$ cat src/rtl/imem_loader.sv
// Byte-stream program loader: zero-fills instruction memory, writes little-endian words
// assembled from a valid/ready byte stream, then raises the CPU start signal.
module imem_loader #(
    parameter int unsigned ADDR_W    = 8,
    parameter int unsigned MAX_WORDS = 256
) (
    input  logic              clk_i,
    input  logic              rst_i,
    input  logic              load_req_i,
    input  logic              byte_valid_i,
    input  logic [7:0]        byte_data_i,
    input  logic              byte_last_i,
    output logic              byte_ready_o,
    output logic              imem_we_o,
    output logic [ADDR_W-1:0] imem_addr_o,
    output logic [31:0]       imem_data_o,
    output logic              start_o,
    output logic              busy_o,
    output logic [ADDR_W:0]   word_cnt_o,
    output logic              err_o
);

    localparam logic [ADDR_W-1:0] LastAddr = ADDR_W'(MAX_WORDS - 1);
    localparam logic [ADDR_W:0]   MaxCnt   = (ADDR_W + 1)'(MAX_WORDS);

    typedef enum logic [2:0] {
        StIdle,
        StClear,
        StRecv,
        StWrite,
        StDone,
        StErr
    } state_e;

    state_e              state_q, state_d;
    logic [1:0]          byte_idx_q, byte_idx_d;
    logic [31:0]         word_buf_q, word_buf_d;
    logic [ADDR_W-1:0]   addr_q, addr_d;
    logic                last_seen_q, last_seen_d;
    logic [ADDR_W:0]     word_cnt_q, word_cnt_d;
    logic                err_q, err_d;
    logic                start_q, start_d;
    logic                busy_q, busy_d;
    logic                ready_q, ready_d;
    logic                we_q, we_d;
    logic [ADDR_W-1:0]   imem_addr_q, imem_addr_d;
    logic [31:0]         imem_data_q, imem_data_d;

    logic                accept;
    logic [31:0]         merged_buf;

    always_ff @(posedge clk_i or negedge rst_i) begin
        if (!rst_i) begin
            state_q     <= StIdle;
            byte_idx_q  <= '0;
            word_buf_q  <= '0;
            addr_q      <= '0;
            last_seen_q <= 1'b0;
            word_cnt_q  <= '0;
            err_q       <= 1'b0;
            start_q     <= 1'b0;
            busy_q      <= 1'b0;
            ready_q     <= 1'b0;
            we_q        <= 1'b0;
            imem_addr_q <= '0;
            imem_data_q <= '0;
        end else begin
            state_q     <= state_d;
            byte_idx_q  <= byte_idx_d;
            word_buf_q  <= word_buf_d;
            addr_q      <= addr_d;
            last_seen_q <= last_seen_d;
            word_cnt_q  <= word_cnt_d;
            err_q       <= err_d;
            start_q     <= start_d;
            busy_q      <= busy_d;
            ready_q     <= ready_d;
            we_q        <= we_d;
            imem_addr_q <= imem_addr_d;
            imem_data_q <= imem_data_d;
        end
    end

    // ready_q is high exactly while in StRecv, so it qualifies the handshake directly.
    assign accept = byte_valid_i && ready_q;

    always_comb begin
        merged_buf = word_buf_q;
        merged_buf[{byte_idx_q, 3'b000} +: 8] = byte_data_i;
    end

    always_comb begin
        state_d     = state_q;
        byte_idx_d  = byte_idx_q;
        word_buf_d  = word_buf_q;
        addr_d      = addr_q;
        last_seen_d = last_seen_q;
        word_cnt_d  = word_cnt_q;
        err_d       = err_q;
        start_d     = start_q;
        busy_d      = busy_q;
        ready_d     = 1'b0;
        we_d        = 1'b0;
        imem_addr_d = imem_addr_q;
        imem_data_d = imem_data_q;

        unique case (state_q)
            StIdle, StDone, StErr: begin
                if (load_req_i) begin
                    state_d     = StClear;
                    busy_d      = 1'b1;
                    start_d     = 1'b0;
                    err_d       = 1'b0;
                    word_cnt_d  = '0;
                    addr_d      = '0;
                    byte_idx_d  = '0;
                    word_buf_d  = '0;
                    last_seen_d = 1'b0;
                    we_d        = 1'b1;
                    imem_addr_d = '0;
                    imem_data_d = '0;
                end
            end

            // addr_q tracks the address currently presented on the write port.
            StClear: begin
                if (addr_q == LastAddr) begin
                    state_d = StRecv;
                    addr_d  = '0;
                    ready_d = 1'b1;
                end else begin
                    addr_d      = addr_q + 1'b1;
                    we_d        = 1'b1;
                    imem_addr_d = addr_q + 1'b1;
                    imem_data_d = '0;
                end
            end

            StRecv: begin
                ready_d = 1'b1;
                if (accept) begin
                    if (word_cnt_q == MaxCnt) begin
                        // Memory already full: drop the byte and park in the error state.
                        state_d = StErr;
                        err_d   = 1'b1;
                        busy_d  = 1'b0;
                        start_d = 1'b0;
                        ready_d = 1'b0;
                    end else begin
                        word_buf_d = merged_buf;
                        byte_idx_d = byte_idx_q + 2'd1;
                        if (byte_idx_q == 2'd3 || byte_last_i) begin
                            state_d     = StWrite;
                            ready_d     = 1'b0;
                            we_d        = 1'b1;
                            imem_addr_d = addr_q;
                            imem_data_d = merged_buf;
                            last_seen_d = byte_last_i;
                            if (byte_last_i && byte_idx_q != 2'd3) begin
                                err_d = 1'b1;
                            end
                        end
                    end
                end
            end

            StWrite: begin
                addr_d     = addr_q + 1'b1;
                word_buf_d = '0;
                byte_idx_d = '0;
                if (word_cnt_q != MaxCnt) begin
                    word_cnt_d = word_cnt_q + 1'b1;
                end
                if (last_seen_q) begin
                    state_d = StDone;
                    busy_d  = 1'b0;
                    start_d = 1'b1;
                end else begin
                    state_d = StRecv;
                    ready_d = 1'b1;
                end
            end

            default: begin
                state_d = StIdle;
            end
        endcase
    end

    assign byte_ready_o = ready_q;
    assign imem_we_o    = we_q;
    assign imem_addr_o  = imem_addr_q;
    assign imem_data_o  = imem_data_q;
    assign start_o      = start_q;
    assign busy_o       = busy_q;
    assign word_cnt_o   = word_cnt_q;
    assign err_o        = err_q;

endmodule

$ cat config.mk
export PLATFORM = sky130hd
export DESIGN_NAME = imem_loader
export DESIGN_NICKNAME = d
export VERILOG_FILES = /design/src/rtl/imem_loader.sv
export SDC_FILE = /design/constraint.sdc
export NUM_CORES = 1
export LEC_CHECK = 0
export ABC_CLOCK_PERIOD_IN_PS = 3100
export CORE_UTILIZATION = 64
export DETAILED_ROUTE_END_ITERATION = 12
export DONT_BUFFER_PORTS = 1
export GPL_TIMING_DRIVEN = 0
export PLACE_DENSITY = 0.91
export SYNTH_ARGS = -nofsm -noshare
export SYNTH_HDL_FRONTEND = slang
export SYNTH_SLANG_ARGS = --single-unit
$ cat constraint.sdc
create_clock -name clk_i -period 3.1 [get_ports clk_i]
set_input_delay 0.31 -clock clk_i [delete_from_list [all_inputs] [get_ports clk_i]]
set_output_delay 0.31 -clock clk_i [all_outputs]
set_load 0.05 [all_outputs]
==> impl_metrics.csv <==
group,metric,value,unit
global_route,track_usage,28.5,%
synth,synth_compound_area_share,12.9,%
synth,synth.distinct_cells,55,
cells_and_area,areaGrowthSynthToFinish,7.86,%
timing,slew_headroom,35.7,%
critical_path,rrSetupSlack,0.40,ns
clock_tree,clockBufferDepth,2,
global_route,grt_pass1_wl,18.8,mm
job,timing.max_cap.violations,0,
place,hpwlAfterDp,7.76,mm
place,preCtsSetupSlack,0.406,ns
timing,rsz0062_at_grt,"false",
critical_path,arrival,2.95,ns
clock_tree,clock-sinks,100,
timing,clock.fmax,370,MHz
synth,synth_xor_area_share,0.676,%
critical_path,path_buf_inv,2,
clock_tree,tritoncts,"built",
synth,syn_nets,484,
cells_and_area,fin_nets,497,
timing,report.final.slew_viol_count,0,
route,drt-total-wl,11.3,mm
timing,hold_viol_final,0,
cells_and_area,fin_area,5590,um^2
route,via_per_inst,6.35,
critical_path,r2r_end,"imem_data_o[11]",
cells_and_area,n_antenna_cell,0,
pwr,irDropWorstVdd,0.000465,V
critical_path,reg2regPathDepth,7,
synth,synth_seq_cells,100,
synth,avgSynthCellArea,11.2,um^2
cells_and_area,drive_gt1_share,21.7,%
clock_tree,clk_pin_slew,0.09,ns
critical_path,critPathRequiredTime,3.35,ns
critical_path,cp_slowest_cell,"dfrtp_1",
critical_path,cp-end-kind,"register",
die,die-height,92.0,um
synth,synthAdderAreaFrac,2.17,%
clock_tree,cts.htree.levels,3,
die,initial_core_util,66.8,%
die,ios,67,
synth,synth_top_family_by_area,"multiplexers",
global_route,antenna_found_initial,0,
synth,synth-main-ff-cell,"dfrtp_1",
critical_path,start_kind,"register",
clock_tree,insertion_delay,0.36,ns
synth,synthSimpleGateAreaFrac,13.4,%
route,ant_nets,0,
route,first_pass_iters,5,
synth,syn_area,5190,um^2
global_route,grt_start_max_net_pins,101,
timing,clock_skew,0.0105,ns
critical_path,cp-endpoint,"imem_data_o[11]",
die,rows,32,
route,routedWlPerCell,19.4,um
worst_hold_path,worstHoldPathType,"in -> reg",
die,core,7770,um^2
critical_path,crit_type,"reg -> reg",
synth,synth-warning-count,0,
die,dieArea,8470,um^2
global_route,first_global_vias,3880,
critical_path,cp.depth,7,
clock_tree,numCtsBuffers,9,
synth,muxShareOfSynthArea,18.5,%
critical_path,slowest_delay,0.60,ns
route,drc_errors,0,
place,gp_congestion,0.903,
route,drtIter0Drc,225,
timing,setup_tns,0,ns
global_route,grt-ovfl-total,0,
synth,yosysSeqAreaShare,48.3,%
status,outcome,"finished clean",
critical_path,path_cells,"inv_1 -> ha_1 -> nand4bb_1 -> o21ai_0 -> o311a_1 -> buf_4 -> mux2_2",
place,numPortBuffers,0,
timing,finalWorstSetupSlack,0.399,ns
pwr,p_per_area,934,nW/um^2
die,chipWidth,92.0,um
synth,synth_edf_count,0,
route,vias,3697,
critical_path,rr_startpoint,"word_cnt_o[0]",
critical_path,crit_path_start,"word_cnt_o[0]",
timing,tightest_slew,0.962,ns
critical_path,path_max_fanout,10,
timing,setup_viol,0,
critical_path,cp_top_family,"compound AO/OA/AOI/OAI gates",
clock_tree,cts_resized,0,
synth,synthArstFlopShare,100,%
timing,fin_crit,2.70,ns
place,dpl_cell_area,5310,um^2
timing,finalCritPeriodShare,87.1,%
clock_tree,cts-root-buf,"clkbuf_8",
pwr,p_leak,2.63,nW
synth,netlist_instances,462,
placed cells by master (no fill, tap or decap), types with 3 or more instances in the layout:
cell type	n
dfrtp_1	100
a21oi_1	45
nor2_1	44
mux2_2	42
nor2b_1	34
mux2_4	28
o21ai_0	17
clkbuf_1	15
clkbuf_8	12
nand2_1	11
inv_1	10
a31oi_1	10
ha_1	9
nand3_1	8
buf_1	6
o211ai_1	5
buf_4	4
nand2b_1	4
xor2_1	4
mux2_1	3
a32o_1	3
a41oi_1	3
mux2i_1	3
a22o_1	3
a21o_1	3
and3_1	3
nor4bb_1	3
buf_12	3
report_power, final:
group / switching, W / total (W) / internal [W]
registers: 0.000678 / 0.00221 / 0.00154
logic: 0.00114 / 0.00204 / 0.000897
clock network: 0.000447 / 0.000974 / 0.000527
total: 0.00227 / 0.00523 / 0.00296
area by class of cell:
type,count,area (um^2)
buffer,29,180
clock buffer,12,165
clock inverter,4,77.6
fill,541,2170
inverter,10,37.5
multi-input combinational,323,2470
sequential,100,2500
tap,102,128
timing repair buffer,2,37.5
synth_stat cells, drive strengths merged (8+ instances only):
cell,count,area share [%]
dfrtp,100,48
mux2,73,18
a21oi,45,4.3
nor2,44,3.2
nor2b,34,4.1
o21ai,18,2.0
clkbuf,15,1.1
buf,14,2.4
nand2,11,0.80
a31oi,10,1.2
inv,10,0.72
ha,9,2.2
nand3,8,0.77
worst register-to-register path: stages, from the launching register on:
cell and delay (ns):
dfrtp_1 0.60, inv_1 0.21, ha_1 0.17, nand4bb_1 0.27, o21ai_0 0.40, o311a_1 0.33
buf_4 0.26, mux2_2 0.36
stage by stage:
stage	std cells	total power (W)	utilization [%]	hold WS (ns)
floorplan	462	0.00379	-	0.0144
global placement	564	0.00413	68.4	0.0162
detailed placement	564	0.00421	68.4	0.0163
CTS	582	0.00522	72.0	0.0602
global route	582	0.00550	72.0	0.0638
finish	582	0.00523	72.0	0.0688
sequential cells by signal (all words and copies together) (netlist names), 2 cells and up:
signal       cells
state_q          3
imem_addr_o      8
word_buf_q      32
byte_idx_q       2
addr_q           8
imem_data_o     32
word_cnt_o       9
what timing repair did:
action	in CTS	in global routing
buffers inserted	0	0
hold buffers	2	0
hold endpoints to repair	100	0
setup endpoints to repair	0	0
kinds of logic after synthesis:
| group | after synthesis |
|---|---|
| adder cells (fa/ha/maj) | 9 |
| AO/OA/AOI/OAI | 106 |
| XOR/XNOR | 4 |
| AND/OR/NAND/NOR | 128 |
| flip-flops | 100 |
| multiplexers | 76 |
| buffers and inverters | 39 |
worst min path at each step:
stage	startpoint	endpoint	slack, ns	depth (start not counted)
after CTS	load_req_i	state_q[2]	0.06	1
after global placement	rst_i	imem_addr_o[5]	0.02	0
final	load_req_i	state_q[2]	0.07	1
after detailed placement	rst_i	imem_addr_o[5]	0.02	0
after floorplan	rst_i	addr_q[0]	0.01	0
after global routing	load_req_i	state_q[2]	0.06	1
metal layers:
| layer | wire [um] | track usage (%) |
|---|---|---|
| met5 | 0 | 0 |
| met2 | 5540 | 47.3 |
| met4 | 243 | 11.1 |
| met1 | 4650 | 35.6 |
| met3 | 862 | 7.63 |
No activity file was read; power rests on OpenSTA's default activity.
